<file path="config.mk">
export PLATFORM = sky130hd
export DESIGN_NAME = muldiv_unit
export DESIGN_NICKNAME = d
export VERILOG_FILES = /design/src/rtl/muldiv_pkg.sv /design/src/rtl/muldiv_unit.sv
export SDC_FILE = /design/constraint.sdc
export NUM_CORES = 1
export LEC_CHECK = 0
export BUFFER_PORTS_ARGS = -buffer_cell sky130_fd_sc_hd__buf_2
export CAP_MARGIN = 25
export CORE_ASPECT_RATIO = 1.2
export CORE_MARGIN = 2
export CORE_UTILIZATION = 56
export CTS_BUF_LIST = sky130_fd_sc_hd__clkbuf_8
export CTS_CLUSTER_DIAMETER = 30
export DETAILED_ROUTE_END_ITERATION = 12
export MAX_ROUTING_LAYER = met4
export PLACE_DENSITY = 0.79
export SLEW_MARGIN = 10
export SYNTH_ARGS = -nofsm -noshare
export SYNTH_HDL_FRONTEND = slang
export SYNTH_SLANG_ARGS = --single-unit
</file>
<file path="constraint.sdc">
create_clock -name clk -period 3 [get_ports clk]
set_input_delay 0.3 -clock clk [delete_from_list [all_inputs] [get_ports clk]]
set_output_delay 0.3 -clock clk [all_outputs]
set_load 0.005 [all_outputs]
</file>
<file path="src/rtl/muldiv_pkg.sv">
// muldiv_pkg: shared types for the iterative multiply/divide unit.
//   md_op_t    : operation select (MUL / DIV)
//   md_state_t : sequencer state encoding
package muldiv_pkg;

   typedef enum logic {
      MD_MUL = 1'b0,
      MD_DIV = 1'b1
   } md_op_t;

   typedef enum logic [1:0] {
      MD_IDLE = 2'd0,
      MD_CALC = 2'd1,
      MD_FIX  = 2'd2
   } md_state_t;

endpackage

</file>
<file path="src/rtl/muldiv_unit.sv">
// muldiv_unit: iterative WIDTH-bit multiply / divide with signed and unsigned modes.
//   clk, rst        : clock, asynchronous active-high reset
//   suspend         : freeze all state (start ignored)
//   flush           : synchronous abort to idle; beats suspend and start
//   start, op       : request (accepted in idle only), MUL=0 / DIV=1
//   is_signed       : two's-complement operands
//   operand_a/b     : multiplicand/dividend, multiplier/divisor
//   busy            : operation in flight
//   done            : one-cycle result-valid pulse (stretched by suspend)
//   result_lo/hi    : MUL product low/high half; DIV quotient/remainder
//   div_by_zero     : divisor was zero on the last completed operation
module muldiv_unit
   import muldiv_pkg::*;
#(
   parameter int unsigned WIDTH = 16
) (
   input  logic             clk,
   input  logic             rst,
   input  logic             suspend,
   input  logic             flush,
   input  logic             start,
   input  md_op_t           op,
   input  logic             is_signed,
   input  logic [WIDTH-1:0] operand_a,
   input  logic [WIDTH-1:0] operand_b,
   output logic             busy,
   output logic             done,
   output logic [WIDTH-1:0] result_lo,
   output logic [WIDTH-1:0] result_hi,
   output logic             div_by_zero
);

   localparam int unsigned CW = $clog2(WIDTH) + 1;

   md_state_t          state_q, state_d;
   logic [CW-1:0]      cnt_q, cnt_d;
   md_op_t             op_q, op_d;
   logic               neg_res_q, neg_res_d;   // product / quotient sign
   logic               neg_rem_q, neg_rem_d;   // remainder sign (dividend sign)
   logic               dbz_q, dbz_d;           // pending divide-by-zero
   logic [WIDTH-1:0]   b_q, b_d;
   logic [2*WIDTH-1:0] acc_q, acc_d;
   logic               done_q, done_d;
   logic [WIDTH-1:0]   res_lo_q, res_lo_d;
   logic [WIDTH-1:0]   res_hi_q, res_hi_d;
   logic               div_zero_q, div_zero_d;

   // Operand magnitudes
   logic             a_neg, b_neg;
   logic [WIDTH-1:0] a_mag, b_mag;

   assign a_neg = is_signed & operand_a[WIDTH-1];
   assign b_neg = is_signed & operand_b[WIDTH-1];
   assign a_mag = a_neg ? -operand_a : operand_a;
   assign b_mag = b_neg ? -operand_b : operand_b;

   // Accumulator halves: MUL {partial product, multiplier}; DIV {remainder, dividend/quotient}
   logic [WIDTH-1:0]   acc_hi, acc_lo;
   logic [WIDTH:0]     mul_sum;
   logic [WIDTH:0]     div_shift, div_diff;
   logic               div_ok;
   logic [WIDTH-1:0]   div_rem;
   logic [2*WIDTH-1:0] prod_fix;
   logic [WIDTH-1:0]   quot_fix, rem_fix;

   assign acc_hi    = acc_q[2*WIDTH-1:WIDTH];
   assign acc_lo    = acc_q[WIDTH-1:0];
   assign mul_sum   = {1'b0, acc_hi} + {1'b0, (acc_q[0] ? b_q : '0)};
   assign div_shift = {acc_hi, acc_lo[WIDTH-1]};
   // Remainder stays below the divisor, so bit WIDTH of the difference is a pure borrow.
   assign div_diff  = div_shift - {1'b0, b_q};
   assign div_ok    = ~div_diff[WIDTH];
   assign div_rem   = div_ok ? div_diff[WIDTH-1:0] : div_shift[WIDTH-1:0];
   assign prod_fix  = neg_res_q ? -acc_q : acc_q;
   assign quot_fix  = neg_res_q ? -acc_lo : acc_lo;
   assign rem_fix   = neg_rem_q ? -acc_hi : acc_hi;

   always_comb begin
      state_d    = state_q;
      cnt_d      = cnt_q;
      op_d       = op_q;
      neg_res_d  = neg_res_q;
      neg_rem_d  = neg_rem_q;
      dbz_d      = dbz_q;
      b_d        = b_q;
      acc_d      = acc_q;
      done_d     = done_q;
      res_lo_d   = res_lo_q;
      res_hi_d   = res_hi_q;
      div_zero_d = div_zero_q;

      if (flush) begin
         state_d = MD_IDLE;
         done_d  = 1'b0;
      end else if (!suspend) begin
         done_d = 1'b0;
         unique case (state_q)
            MD_IDLE: begin
               if (start) begin
                  op_d      = op;
                  cnt_d     = '0;
                  neg_res_d = a_neg ^ b_neg;
                  neg_rem_d = a_neg;
                  b_d       = b_mag;
                  dbz_d     = (op == MD_DIV) && (operand_b == '0);
                  if ((op == MD_DIV) && (operand_b == '0)) begin
                     // Keep the raw dividend: it is returned unchanged as the remainder.
                     acc_d   = {{WIDTH{1'b0}}, operand_a};
                     state_d = MD_FIX;
                  end else begin
                     acc_d   = {{WIDTH{1'b0}}, a_mag};
                     state_d = MD_CALC;
                  end
               end
            end
            MD_CALC: begin
               cnt_d = cnt_q + CW'(1);
               if (op_q == MD_MUL) begin
                  acc_d = {mul_sum, acc_lo[WIDTH-1:1]};
               end else begin
                  acc_d = {div_rem, acc_lo[WIDTH-2:0], div_ok};
               end
               if (cnt_q == CW'(WIDTH - 1)) begin
                  state_d = MD_FIX;
               end
            end
            MD_FIX: begin
               if (dbz_q) begin
                  res_lo_d = '1;
                  res_hi_d = acc_lo;
               end else if (op_q == MD_MUL) begin
                  res_lo_d = prod_fix[WIDTH-1:0];
                  res_hi_d = prod_fix[2*WIDTH-1:WIDTH];
               end else begin
                  // MIN / -1 falls out naturally: magnitude MIN negated is MIN again.
                  res_lo_d = quot_fix;
                  res_hi_d = rem_fix;
               end
               div_zero_d = dbz_q;
               done_d     = 1'b1;
               state_d    = MD_IDLE;
            end
            default: state_d = MD_IDLE;
         endcase
      end
   end

   always_ff @(posedge clk or posedge rst) begin
      if (rst) begin
         state_q    <= MD_IDLE;
         cnt_q      <= '0;
         op_q       <= MD_MUL;
         neg_res_q  <= 1'b0;
         neg_rem_q  <= 1'b0;
         dbz_q      <= 1'b0;
         b_q        <= '0;
         acc_q      <= '0;
         done_q     <= 1'b0;
         res_lo_q   <= '0;
         res_hi_q   <= '0;
         div_zero_q <= 1'b0;
      end else begin
         state_q    <= state_d;
         cnt_q      <= cnt_d;
         op_q       <= op_d;
         neg_res_q  <= neg_res_d;
         neg_rem_q  <= neg_rem_d;
         dbz_q      <= dbz_d;
         b_q        <= b_d;
         acc_q      <= acc_d;
         done_q     <= done_d;
         res_lo_q   <= res_lo_d;
         res_hi_q   <= res_hi_d;
         div_zero_q <= div_zero_d;
      end
   end

   assign busy        = (state_q != MD_IDLE);
   assign done        = done_q;
   assign result_lo   = res_lo_q;
   assign result_hi   = res_hi_q;
   assign div_by_zero = div_zero_q;

endmodule

</file>
==> out/metrics.csv, run 1 <==
metric,value,unit
f_max,336,MHz
Via density,6.00,
total track usage,29.5,%
"Data required, critical path",3.26,ns
async set-reset flop share out of synthesis,100,%
Compound-Gate Fraction of Synth Area,22.5,%
Critical path buffers and inverters,1,
drt pass-1 iters,4,
clock skew,0.0148,ns
Post-Syn Area,7050,um^2
"Primary FF master, synth",dfrtp_1,
Leak,3.81,nW
CTS Hold Bufs,0,
die area,13500,um^2
FP Rows,44,
first-pass GRT wire length,30.8,mm
failing checks,negative hold slack,
main combinational cell family by area after synthesis,compound AO/OA/AOI/OAI gates,
max-cap violations,0,
critical-path cell list,"inv_2, nor2_1, ha_1, and2_1, a221o_1, or4_1, a31o_2, a221o_1, a21oi_2, xor2_1, o211ai_1",
reg2reg path depth,11,
CTS buffer count,9,
synthesized netlist net count,941,
CTS sink cnt,93,
width of the die,106,um
Synth Area in Simple Gates,19.8,%
unique cell type count in the Yosys netlist,72,
Clock Latency Late Sink,0.39,ns
CTS H-tree depth,3,
Post-Place Cells,1100,
Non-Filler Instances,1119,
post-synth top area cell,dfrtp_1,
min Tclk post-route,2.97,ns
slew margin rel.,49.1,%
Tcrit/Tclk final,99.2,%
Layout area overhead,15.8,%
initial antenna violation count,0,
Worst path max stage delay,0.44,ns
adder-cell share of the synthesized area,7.32,%
Clock Path Buffers,2,
post-DP HPWL,14.2,mm
I/O Buffers,73,
reg2reg end,acc_q[28],
Antenna Cells,0,
GRT overflow,0,
"slowest stage cell, crit path",or4_1,
"CTS clk-pin slew, worst paths",0.09,ns
fin area,8160,um^2
Top delay family on crit path,compound AO/OA/AOI/OAI gates,
Critical Path Sink Type,register,
register-to-register setup slack,0.03,ns
critical path arrival,3.24,ns
largest net degree at the start of global routing,94,
Fin. Hold Viols,12,
syn_area_per_cell,8.17,um^2
drt wl/cell,16.7,um
actual slew at the worst max-slew pin,0.745,ns
unrepaired setup endpoints after global routing,true,
Critical Path Start Type,register,
DP Area,7830,um^2
vias in the first global route,6441,
status,"finished, violations left",
final setup fails,0,
fraction of layout cells with a size suffix above 1,17.3,%
Hold Crit Class,in2async,
"most used cell, CP",a221o_1,
"worst slack, placed",-0.0260,ns
synth cell count leaders,"nand2_1, dfrtp_1, o21ai_0",
number of flops mapped to enable cells by yosys,0,
"Slew Viols, Final",0,
Area contributors post-synth,"dfrtp_1, ha_1, o21ai_0, nand2_1, xor2_1",
Starting Density,57.9,%
Post-layout nets,1033,
most frequent cell after synthesis,nand2_1,
Die Span Y,127,um
Final Worst Setup Slack,0.0254,ns
Synth Warn #,0,
core area,12200,um^2
Root Driver,clkbuf_8,
drt drc,0,
Routed Antenna Nets,0,
initial drt markers,499,
Hold WS,-0.0133,ns
CTS tree,built,
Power Density,693,nW/um^2
Cells after Synth,862,
Top Ports,74,
WL final,18.7,mm
#FFs+latches synth,93,
worst reg2reg path startpoint,acc_q[0],
Levels on crit path,11,
post-synthesis sequential area ratio,33.0,%
CP max FO,5,
Peak supply drop,0.293,mV
top-area cell type share of the netlist area,33.0,%
gpl congestion,0.949,
post-synthesis mux area share,3.14,%
"Core Util, Final",67.0,%
Setup Total Neg Slack,0,ns
Setup CP Type,reg2reg,
Post-Synth XOR/XNOR Area,9.57,%
detailed-route via count,6715,
[tightest hold or removal path, stage by stage]
cell and delay (ns):
buf_2 0.10, clkinv_2 0.05, buf_12 0.36
[how the worst max path moves through the flow]
stage,slack (ns),to,start
2_1_floorplan,0.01,acc_q[28],acc_q[0]
5_1_grt,-0.08,acc_q[28],acc_q[0]
3_3_place_gp,0.09,acc_q[16],b_q[0]
3_5_place_dp,-0.03,acc_q[16],b_q[0]
4_1_cts,0.02,acc_q[16],acc_q[15]
6_report,0.03,acc_q[28],acc_q[0]
[power by group]
group,switching [mW],total [mW],internal (mW)
sequential,0.303,1.90,1.60
combinational,1.55,2.79,1.24
clock,0.452,0.962,0.509
[registers in the layout, summed over array words and instances (netlist names)]
| register | count |
|---|---|
| acc_q | 32 |
| b_q | 16 |
| cnt_q | 5 |
| dbz_q | 1 |
| div_by_zero | 1 |
| done | 1 |
| neg_rem_q | 1 |
| neg_res_q | 1 |
| op_q | 1 |
| result_hi | 16 |
| result_lo | 16 |
| state_q | 2 |
[per-stage QoR]
stage                     power [mW]  hold slack, ns
final                           5.65         -0.0133
after detailed placement        4.61           0.447
after CTS                       5.60          0.0375
after floorplan                 3.71           0.405
after global routing            6.04          0.0545
after global placement          4.56           0.448
[final cells by class]
class | count | area [um^2]
clock buffer | 11 | 151
clock inverter | 4 | 72.6
sequential | 93 | 2330
multi-input combinational | 686 | 4450
timing repair buffer | 123 | 802
tap | 161 | 201
fill | 1038 | 4010
inverter | 41 | 155
[kinds of logic after synthesis]
group,after synthesis
AOI/OAI and AO/OA,251
xor gates and xnor gates,77
adders and majority gates,40
DFF,93
buffers and inverters,83
muxes,22
and+or+nand+nor,296
[placed cells by master (no fill, tap or decap), drive strengths merged, types with 6 or more instances in the layout]
cell	count
and2	9
o31a	6
nor3	21
ha	38
xnor2	37
o21ai	92
a22oi	8
o211ai	9
xor2	40
or3	7
o41ai	6
inv	41
nand3	27
mux2i	21
a21oi	65
a31oi	8
clkbuf	11
nor2	79
nand2	110
dfrtp	93
o31ai	6
buf	123
nand2b	10
[routing by layer]
| metal | wire length (um) | share of wire (%) | GRT usage, % | up-vias |
|---|---|---|---|---|
| li1 | - | - | - | 3258 |
| met1 | 7650 | 41 | 34.2 | 3159 |
| met2 | 9330 | 50 | 49.9 | 238 |
| met3 | 999 | 5.3 | 3.70 | 60 |
| met4 | 739 | 3.9 | 15.1 | 0 |
| met5 | 0 | 0 | - | - |
[timing repair]
action / CTS / global route
setup endpoints to repair: 3 / 9
buffers inserted: 1 / 2
resized for setup: 3 / 11
pin swaps: 2 / 4
hold endpoints to repair: 0 / 0
Power figures use the tool's default switching activity.
==> run 2, diff against run 1 <==
- CORE_UTILIZATION: 56 -> 67
- PLACE_DENSITY: 0.79 -> 0.94
- clock period: 3 -> 3.7 ns (I/O delays scaled with it)
==> run 2 against run 1 <==
Effect of this change: the run now ends clean; sequential cell count stayed put; register-to-register slack better by 0.24 ns; clock skew is 0.0028 ns lower; global-route usage is 4.5 points higher; final cell count is 5.6% lower; sequential power is 14% lower; routed wire length is 1.5% lower; die area is 16% lower; cell area is 5.3% lower; combinational power is 28% lower; critical path depth is 1 higher; largest power group unchanged.
==> out/metrics.csv, run 2 (synthesized netlist as in run 1, its figures left out) <==
metric,value,unit,change
unrepaired setup endpoints after global routing,false,,
width of the die,97.6,um,-8.3%
core area,10400,um^2,-15%
drt wl/cell,17.5,um,+4.4%
Clock Latency Late Sink,0.39,ns,about the same
Starting Density,68.0,%,+10 points
largest net degree at the start of global routing,94,,unchanged
WL final,18.4,mm,-1.5%
worst reg2reg path startpoint,acc_q[15],,
max reg flops,32,,unchanged
I/O Buffers,73,,unchanged
die area,11400,um^2,-16%
PostCTS Resize Cnt,0,,-3
CTS H-tree depth,3,,unchanged
total track usage,33.9,%,+4.5 points
"commonest non-fill, non-tap cell in the layout",nand2_1,,
Critical Path Sink Type,register,,
CTS buffer count,9,,unchanged
gpl congestion,0.955,,+0.62%
"Data required, critical path",3.99,ns,+0.73 ns
most frequent cells in the layout,"nand2_1, dfrtp_1, o21ai_0, nor2_1, buf_2",,
Hold Crit Class,in2async,,
slew margin rel.,29.7,%,-19 points
Fin. Hold Viols,0,,-12
fin area,7720,um^2,-5.3%
Setup Total Neg Slack,0,ns,unchanged
Tcrit/Tclk final,92.9,%,-6.3 points
Critical Path Start Type,register,,
reg2reg end,acc_q[28],,
initial antenna violation count,0,,unchanged
Top Ports,74,,unchanged
Hold WS,0.0759,ns,+0.0892 ns
final setup fails,0,,unchanged
Root Driver,clkbuf_8,,
post-DP HPWL,13.8,mm,-2.6%
first-pass GRT wire length,30.1,mm,-2.3%
Die Span Y,116,um,-8.3%
reg2reg path depth,12,,+1
Layout area overhead,9.59,%,
overall power,4.26,mW,-25%
Setup CP Type,reg2reg,,
actual slew at the worst max-slew pin,1.05,ns,+0.310 ns
Peak supply drop,0.258,mV,-12%
critical path arrival,3.73,ns,+0.49 ns
Post-layout nets,1001,,-3.1%
Leak,3.60,nW,-5.6%
CTS sink cnt,93,,unchanged
Power Density,552,nW/um^2,-20%
CTS Hold Bufs,0,,unchanged
status,finished clean,,
FP Rows,41,,-6.8%
Via density,6.35,,+5.8%
fraction of layout cells with a size suffix above 1,13.4,%,-4.0 points
post-CTS setup buffers,0,,-1
max-cap violations,0,,unchanged
f_max,291,MHz,-13%
Clock Path Buffers,2,,unchanged
min Tclk post-route,3.44,ns,+0.462 ns
Antenna Cells,0,,unchanged
"Most flops, register",acc_q,,
"Core Util, Final",74.5,%,+7.5 points
detailed-route via count,6702,,-0.19%
drt drc,0,,unchanged
Routed Antenna Nets,0,,unchanged
CTS tree,built,,
"Slew Viols, Final",0,,unchanged
GRT overflow,0,,unchanged
drt pass-1 iters,7,,+3
DP Area,7550,um^2,-3.6%
register-to-register setup slack,0.26,ns,+0.24 ns
clock skew,0.0120,ns,-0.00285 ns
"CTS clk-pin slew, worst paths",0.09,ns,about the same
CP max FO,28,,+23
initial drt markers,600,,+20%
vias in the first global route,6273,,-2.6%
Filler Cells Inserted,799,,-23%
CP startpoint,acc_q[15],,
run 2: how the worst max path moves through the flow:
| stage | endpoint | slack (ns) | cells past startpoint |
|---|---|---|---|
| floorplan | acc_q[28] | 0.43 | 13 |
| global placement | acc_q[16] | 0.59 | 11 |
| detailed placement | acc_q[28] | 0.41 | 12 |
| CTS | acc_q[28] | 0.35 | 12 |
| global route | acc_q[28] | 0.09 | 12 |
| finish | acc_q[28] | 0.26 | 12 |
run 2: area by class of cell:
cell class	instances	area (um^2)	share of cell area (%)
clock buffer	9	124	1.60
clock inverter	7	45.0	0.583
inverter	41	155	2.01
multi-input combinational	686	4400	56.9
sequential	93	2330	30.1
tap	129	161	2.09
timing repair buffer	91	513	6.64
run 2: power by group:
group,internal [mW],total [mW],switching [mW]
sequential,1.29,1.63,0.341
combinational,0.870,2.00,1.13
clock,0.241,0.625,0.384
run 2: critical path, cell delays in order (launching register included):
cell,delay (ns)
dfrtp_1,0.42
inv_1,0.14
ha_1,0.23
fa_1,0.38
nor2b_1,0.20
o31a_1,0.26
o211ai_1,0.20
a2111oi_2,0.45
a311oi_4,0.07
buf_4,0.26
a2111oi_0,0.52
a31oi_1,0.08
o211ai_1,0.13
run 2: per-layer routing:
| metal | GRT usage, % | share of wire (%) | vias up |
|---|---|---|---|
| li1 | - | - | 3182 |
| met1 | 40.2 | 39 | 3133 |
| met2 | 56.4 | 49 | 315 |
| met3 | 5.45 | 6.9 | 72 |
| met4 | 17.7 | 4.4 | 0 |
| met5 | - | 0 | - |
run 2: through the flow:
step / instances / worst slack (ns)
floorplan: 862 / 0.429
global placement: 1040 / 0.587
detailed placement: 1040 / 0.407
CTS: 1056 / 0.350
global route: 1056 / 0.0948
finish: 1056 / 0.264
